**src/rtl/wb_stage_buffered_pkg.sv**
```systemverilog
// Shared definitions for the buffered write-back stage: opcodes, load
// size/sign encodings and the decoded write-back entry.
package wb_pkg;

    localparam int WB_MAX_XLEN = 64;

    localparam logic [6:0] OPC_OP        = 7'b0110011;
    localparam logic [6:0] OPC_OP_IMM    = 7'b0010011;
    localparam logic [6:0] OPC_AUIPC     = 7'b0010111;
    localparam logic [6:0] OPC_LUI       = 7'b0110111;
    localparam logic [6:0] OPC_OP_32     = 7'b0111011;
    localparam logic [6:0] OPC_OP_IMM_32 = 7'b0011011;
    localparam logic [6:0] OPC_LOAD      = 7'b0000011;
    localparam logic [6:0] OPC_STORE     = 7'b0100011;
    localparam logic [6:0] OPC_BRANCH    = 7'b1100011;
    localparam logic [6:0] OPC_JAL       = 7'b1101111;
    localparam logic [6:0] OPC_JALR      = 7'b1100111;
    localparam logic [6:0] OPC_MISC_MEM  = 7'b0001111;
    localparam logic [6:0] OPC_SYSTEM    = 7'b1110011;

    localparam logic [2:0] F3_LB  = 3'b000;
    localparam logic [2:0] F3_LH  = 3'b001;
    localparam logic [2:0] F3_LW  = 3'b010;
    localparam logic [2:0] F3_LD  = 3'b011;
    localparam logic [2:0] F3_LBU = 3'b100;
    localparam logic [2:0] F3_LHU = 3'b101;
    localparam logic [2:0] F3_LWU = 3'b110;

    // Data is held at the widest supported XLEN; narrower builds use the low bits.
    typedef struct packed {
        logic                   we;
        logic [4:0]             rd;
        logic [WB_MAX_XLEN-1:0] data;
    } wb_entry_t;

endpackage

```
**src/rtl/wb_stage_buffered_load_align.sv**
```systemverilog
// Load data alignment: shifts the naturally aligned memory word down by the
// byte offset, then sign- or zero-extends according to the load size.
module wb_load_align
    import wb_pkg::*;
#(
    parameter int XLEN = 64
) (
    input  logic [XLEN-1:0]            load_data_i,
    input  logic [$clog2(XLEN/8)-1:0]  offset_i,
    input  logic [2:0]                 funct3_i,
    output logic [XLEN-1:0]            data_o
);

    logic [XLEN-1:0] shifted;
    logic [63:0]     wide;
    logic [63:0]     ext;

    // Extension is done at 64 bits and truncated, so XLEN=32 gets LD/LWU == LW for free.
    always_comb begin
        shifted = load_data_i >> {offset_i, 3'b000};
        wide    = 64'(shifted);
        ext     = {56'd0, wide[7:0]};
        case (funct3_i)
            F3_LB:   ext = {{56{wide[7]}}, wide[7:0]};
            F3_LH:   ext = {{48{wide[15]}}, wide[15:0]};
            F3_LW:   ext = {{32{wide[31]}}, wide[31:0]};
            F3_LD:   ext = wide;
            F3_LBU:  ext = {56'd0, wide[7:0]};
            F3_LHU:  ext = {48'd0, wide[15:0]};
            F3_LWU:  ext = {32'd0, wide[31:0]};
            default: ext = {56'd0, wide[7:0]};
        endcase
        data_o = ext[XLEN-1:0];
    end

endmodule

```
**src/rtl/wb_stage_buffered.sv**
```systemverilog
// Buffered write-back stage: decodes retired instructions into register-file
// writes, queues them in a small FIFO behind an output register, and tracks
// pending destinations and the number of retired instructions.
module wb_stage_buffered
    import wb_pkg::*;
#(
    parameter int XLEN  = 64,
    parameter int DEPTH = 2,
    parameter int CNT_W = 64
) (
    input  logic              clk,
    input  logic              reset,
    input  logic              in_valid,
    output logic              in_ready,
    input  logic [6:0]        in_opcode,
    input  logic [2:0]        in_funct3,
    input  logic [4:0]        in_rd,
    input  logic [XLEN-1:0]   in_pc,
    input  logic [XLEN-1:0]   in_alu_result,
    input  logic [XLEN-1:0]   in_load_data,
    output logic              rf_we,
    output logic [4:0]        rf_waddr,
    output logic [XLEN-1:0]   rf_wdata,
    input  logic              rf_ready,
    output logic [31:0]       pending_rd_mask,
    output logic [CNT_W-1:0]  retire_count
);

    localparam int PTR_W = (DEPTH > 1) ? $clog2(DEPTH) : 1;
    localparam int OCC_W = $clog2(DEPTH + 1);
    localparam int OFF_W = $clog2(XLEN / 8);

    wb_entry_t              fifoMem [DEPTH];
    logic [DEPTH-1:0]       slotValid_q;
    logic [PTR_W-1:0]       rdPtr_q;
    logic [PTR_W-1:0]       wrPtr_q;
    logic [OCC_W-1:0]       occ_q;
    logic [OCC_W-1:0]       occ_d;
    logic                   inReady_q;
    logic                   outValid_q;
    wb_entry_t              outEntry_q;
    logic [CNT_W-1:0]       retire_q;

    wb_entry_t              decoded;
    logic [XLEN-1:0]        loadAligned;
    logic                   accept;
    logic                   outFire;
    logic                   outLoad;
    logic                   pop;
    logic                   push;
    logic                   bypass;

    function automatic logic [PTR_W-1:0] ptrInc(input logic [PTR_W-1:0] p);
        return (p == PTR_W'(DEPTH - 1)) ? '0 : p + 1'b1;
    endfunction

    wb_load_align #(.XLEN(XLEN)) loadAlign (
        .load_data_i (in_load_data),
        .offset_i    (in_alu_result[OFF_W-1:0]),
        .funct3_i    (in_funct3),
        .data_o      (loadAligned)
    );

    // Decode the incoming instruction into a write-back entry; x0 never gets written.
    always_comb begin
        decoded      = '0;
        decoded.rd   = in_rd;
        decoded.we   = 1'b1;
        decoded.data = 64'(in_alu_result);
        case (in_opcode)
            OPC_OP, OPC_OP_IMM, OPC_AUIPC, OPC_LUI:
                decoded.data = 64'(in_alu_result);
            OPC_OP_32, OPC_OP_IMM_32:
                decoded.data = {{32{in_alu_result[31]}}, in_alu_result[31:0]};
            OPC_LOAD:
                decoded.data = 64'(loadAligned);
            OPC_JAL, OPC_JALR:
                decoded.data = 64'(in_pc + XLEN'(4));
            OPC_STORE, OPC_BRANCH, OPC_MISC_MEM, OPC_SYSTEM:
                decoded.we = 1'b0;
            default:
                decoded.we = 1'b0;
        endcase
        if (in_rd == 5'd0) begin
            decoded.we = 1'b0;
        end
    end

    // Handshake and queue movement; entries without a write leave without waiting on rf_ready.
    always_comb begin
        accept  = in_valid & inReady_q;
        outFire = outValid_q & (rf_ready | ~outEntry_q.we);
        outLoad = ~outValid_q | outFire;
        pop     = outLoad & (occ_q != '0);
        bypass  = accept & outLoad & (occ_q == '0);
        push    = accept & ~bypass;
        occ_d   = occ_q;
        if (push && !pop) begin
            occ_d = occ_q + 1'b1;
        end else if (!push && pop) begin
            occ_d = occ_q - 1'b1;
        end
    end

    // Control state: pointers, occupancy, registered ready, output register and retire counter.
    always_ff @(posedge clk) begin
        if (reset) begin
            slotValid_q <= '0;
            rdPtr_q     <= '0;
            wrPtr_q     <= '0;
            occ_q       <= '0;
            inReady_q   <= 1'b0;
            outValid_q  <= 1'b0;
            outEntry_q  <= '0;
            retire_q    <= '0;
        end else begin
            occ_q     <= occ_d;
            inReady_q <= (occ_d < OCC_W'(DEPTH));
            if (push) begin
                slotValid_q[wrPtr_q] <= 1'b1;
                wrPtr_q              <= ptrInc(wrPtr_q);
            end
            if (pop) begin
                slotValid_q[rdPtr_q] <= 1'b0;
                rdPtr_q              <= ptrInc(rdPtr_q);
            end
            if (outLoad) begin
                if (pop) begin
                    outEntry_q <= fifoMem[rdPtr_q];
                    outValid_q <= 1'b1;
                end else if (bypass) begin
                    outEntry_q <= decoded;
                    outValid_q <= 1'b1;
                end else begin
                    outValid_q <= 1'b0;
                end
            end
            retire_q <= retire_q + CNT_W'(outFire);
        end
    end

    // FIFO storage needs no reset because slot validity is tracked separately.
    always_ff @(posedge clk) begin
        if (push) begin
            fifoMem[wrPtr_q] <= decoded;
        end
    end

    // Pending destinations from registered state only, so it never depends on this cycle's inputs.
    always_comb begin
        pending_rd_mask = '0;
        for (int i = 0; i < DEPTH; i++) begin
            if (slotValid_q[i] && fifoMem[i].we) begin
                pending_rd_mask[fifoMem[i].rd] = 1'b1;
            end
        end
        if (outValid_q && outEntry_q.we) begin
            pending_rd_mask[outEntry_q.rd] = 1'b1;
        end
        pending_rd_mask[0] = 1'b0;
    end

    assign in_ready     = inReady_q;
    assign rf_we        = outValid_q & outEntry_q.we;
    assign rf_waddr     = outEntry_q.rd;
    assign rf_wdata     = outEntry_q.data[XLEN-1:0];
    assign retire_count = retire_q;

endmodule
```
**config.mk**
```make
export PLATFORM = sky130hd
export DESIGN_NAME = wb_stage_buffered
export DESIGN_NICKNAME = d
export VERILOG_FILES = /design/src/rtl/wb_stage_buffered_pkg.sv /design/src/rtl/wb_stage_buffered_load_align.sv /design/src/rtl/wb_stage_buffered.sv
export SDC_FILE = /design/constraint.sdc
export NUM_CORES = 1
export LEC_CHECK = 0
export ABC_CLOCK_PERIOD_IN_PS = 7270
export CAP_MARGIN = 20
export CORE_ASPECT_RATIO = 1.1
export CORE_MARGIN = 4
export CORE_UTILIZATION = 25
export DETAILED_ROUTE_END_ITERATION = 8
export SLEW_MARGIN = 20
export SYNTH_ARGS = -nofsm -noshare
export SYNTH_HDL_FRONTEND = slang
export SYNTH_SLANG_ARGS = --single-unit
```
**constraint.sdc**
```tcl
create_clock -name clk -period 7.27 [get_ports clk]
set_input_delay 1.454 -clock clk [delete_from_list [all_inputs] [get_ports clk]]
set_output_delay 1.454 -clock clk [all_outputs]
set_load 0.02 [all_outputs]
```
==> impl_metrics.env <==
export IMPL_root_buffer="clkbuf_16"
export IMPL_area_growth_synth_to_final_pct=30.6
export IMPL_required_ns=7.68
export IMPL_max_freq_ghz=0.213
export IMPL_syn_area_um2=16900
export IMPL_ctsHoldBuffers=0
export IMPL_ys_seq_area_share_pct=41.8
export IMPL_fp_coreArea_um2=66600
export IMPL_finalClockSkew_ns=0.0245
export IMPL_wire_per_inst_um=24.2
export IMPL_n_fill_cell=6808
export IMPL_cts_buffers=35
export IMPL_cellPowerDensity_nw_per_um2=205
export IMPL_post_synth_num_cell_types=78
export IMPL_rsz0062_at_grt="false"
export IMPL_cts_resized=0
export IMPL_routed_via_density=5.33
export IMPL_report_final_slew_viol_count=0
export IMPL_period_share_pct=64.5
export IMPL_hold_viol_final=0
export IMPL_status="complete, no violations"
export IMPL_clkLatencyLatePin_ns=0.56
export IMPL_syn_area_per_cell_um2=9.00
export IMPL_hold_path_class="register to register"
export IMPL_async_flop_share_pct=0
export IMPL_crit_arrival_ns=5.10
export IMPL_io_pins=378
export IMPL_grt_max_degree=80
export IMPL_gp_congestion=0.966
export IMPL_yosysTopAreaCell="edfxtp_1"
export IMPL_die_area_um2=71800
export IMPL_grt_pass1_vias=15900
export IMPL_io_buffers=376
export IMPL_vias=16000
export IMPL_endpoint_kind="register"
export IMPL_cp_max_fo=57
export IMPL_cp_start_kind="input port"
export IMPL_post_cts_repair_setup_buffers=0
export IMPL_cp_slowest_stage_delay_ns=0.55
export IMPL_multi_input_area_um2=8760
export IMPL_synth_cells=1878
export IMPL_drt_first_iter_violations=1345
export IMPL_yosysTopAreaCellShare_pct=24.9
export IMPL_clockBufferDepth=3
export IMPL_antenna_found_initial=3
export IMPL_nets=2334
export IMPL_setup_viol=0
export IMPL_p_total_mw=4.51
export IMPL_drt_first_pass_iters=5
export IMPL_ff_latch_area_um2=7070
export IMPL_final_cell_mix="clkdlybuf4s50_1 (373), nand2_1 (229), nor2_1 (194)"
export IMPL_overflow=0
export IMPL_detail_route_antenna_nets=0
export IMPL_dp_hpwl_um=55600
export IMPL_vdd_ir_drop_max_v=0.000133
export IMPL_clock_sinks=283
export IMPL_leakage_nw=7.46
export IMPL_synth_edf_count=140
export IMPL_drv_cap=0
export IMPL_ys_warnings_count=0
export IMPL_period_minus_slack_ns=4.69
export IMPL_drive_above_1_share_pct=6.72
export IMPL_crit_start="in_opcode[5]"
export IMPL_critPathSlowestCell="nor2_1"
export IMPL_synth_top_cells_by_area="edfxtp_1 (25%), dfxtp_1 (17%), mux2i_1 (5.8%), nand2_1 (5.1%), nor2_1 (4.4%)"
export IMPL_synth_seq_cells=283
export IMPL_cp_common_cell="buf_4"
export IMPL_fp_dieH_um=281
export IMPL_crit_type="input port to register"
export IMPL_path_cells="clkdlybuf4s50_1 -> and4b_1 -> nor2b_2 -> buf_4 -> or2_2 -> buf_4 -> and2_0 -> nand3_1 -> nor2_1 -> a311oi_1"
export IMPL_yosys_most_used_dff="dfxtp_1"
export IMPL_cts_tree="done"
export IMPL_worst_slew_pin_slew_ns=1.12
export IMPL_htreeDepth=2
export IMPL_initial_core_util_pct=25.4
export IMPL_gr_usage_all_layers_pct=19.2
export IMPL_syn_nets=2095
export IMPL_routed_wirelength_um=72600
export IMPL_rows=99
export IMPL_min_from="rf_wdata[3]"
export IMPL_relSlewSlack_pct=24.8
export IMPL_dieWidth_um=256
export IMPL_reg2reg_from="outValid_q"
export IMPL_clk_pin_slew_ns=0.06
export IMPL_layout_commonest_cell="clkdlybuf4s50_1"
export IMPL_setup_tns_ns=0
export IMPL_timing_hold_ws_ns=0.441
export IMPL_grt_pass1_wl_um=106000
export IMPL_drc=0
## worst paths after layout
| kind | end | slack, ns | cells past startpoint |
|---|---|---|---|
| worst min-delay path | rf_wdata[3] | 0.44 | 2 |
| worst max register to register | retire_count[60] | 4.03 | 10 |
| worst max-delay path | rf_wdata[41] | 2.58 | 10 |
| worst min register to register | rf_wdata[3] | 0.44 | 2 |
## per-stage QoR
step	utilization (%)	cells	setup slack, ns	instance area (µm²)
6_report	33.1	3001	2.58	22100
5_1_grt	33.1	3000	2.42	22100
4_1_cts	33.1	3000	2.65	22000
3_5_place_dp	31.3	2938	2.06	20900
3_3_place_gp	31.3	2938	2.18	20900
2_1_floorplan	-	1878	1.96	16900
## per-layer routing
| layer | GRT usage (%) | wire length, µm |
|---|---|---|
| met4 | 7.98 | 3210 |
| met2 | 33.2 | 34800 |
| met5 | 0 | 13 |
| met3 | 3.78 | 5610 |
| met1 | 23.6 | 28900 |
## where the power goes
part	internal, mW	switching, mW	leakage [nW]
logic	0.386	0.535	4.47
registers	1.75	0.0627	2.42
clock network	1.05	0.729	0.571
total	3.18	1.33	7.46
## cell usage after synthesis (11+ instances only)
master / count
o22ai_1: 20
o221ai_1: 13
a211oi_1: 44
xnor2_1: 40
nor2_1: 198
nor3_1: 66
nor2b_1: 15
nor3b_1: 17
mux2_2: 31
nand3_1: 62
mux2i_1: 98
and4_1: 12
nand4_1: 32
a22oi_1: 40
buf_4: 71
inv_1: 27
a21oi_1: 92
buf_1: 13
a221o_1: 17
o211ai_1: 13
o22a_1: 14
clkbuf_1: 96
edfxtp_1: 140
and3_1: 32
and2_1: 16
or3_1: 11
o21ai_0: 40
xor2_1: 68
nand2_1: 229
nor4_1: 19
dfxtp_1: 143
## flip-flops by register name (all words and copies together) (netlist names), named ones only
name	count
fifoMem	140
in_ready	1
occ_q	2
outEntry_q	1
outValid_q	1
rdPtr_q	1
retire_count	64
rf_waddr	5
rf_wdata	64
slotValid_q	2
wrPtr_q	1
## logic make-up (layout without fill, tap and decap cells)
| kind of cell | count (synthesis) | count (layout) | share of synthesized area [%] |
|---|---|---|---|
| and+or+nand+nor | 748 | 748 | 21.3 |
| AOI/OAI and AO/OA | 377 | 377 | 15.5 |
| DFF | 283 | 283 | 41.8 |
| buffers and inverters | 219 | 483 | 6.61 |
| muxes | 136 | 136 | 8.69 |
| xor gates and xnor gates | 108 | 108 | 5.60 |
| adders and majority gates | 6 | 6 | 0.444 |
| other | 1 | 2 | 0.0222 |
## layout make-up
cell class                 instances  share of cell area (%)
sequential                       283                    32.1
antenna                            1                  0.0113
timing repair buffer             394                    17.6
clock buffer                      48                    4.37
multi-input combinational       1376                    39.7
inverter                          27                   0.459
clock inverter                    14                   0.890
tap                              858                    4.87
## critical path, delay by kind of cell
kind	cells	cell delay (ns)
simple gates	6	1.98
buf+inv	3	1.47
compound gates	1	0.18
Note: power is estimated with default switching activity, not from simulation.
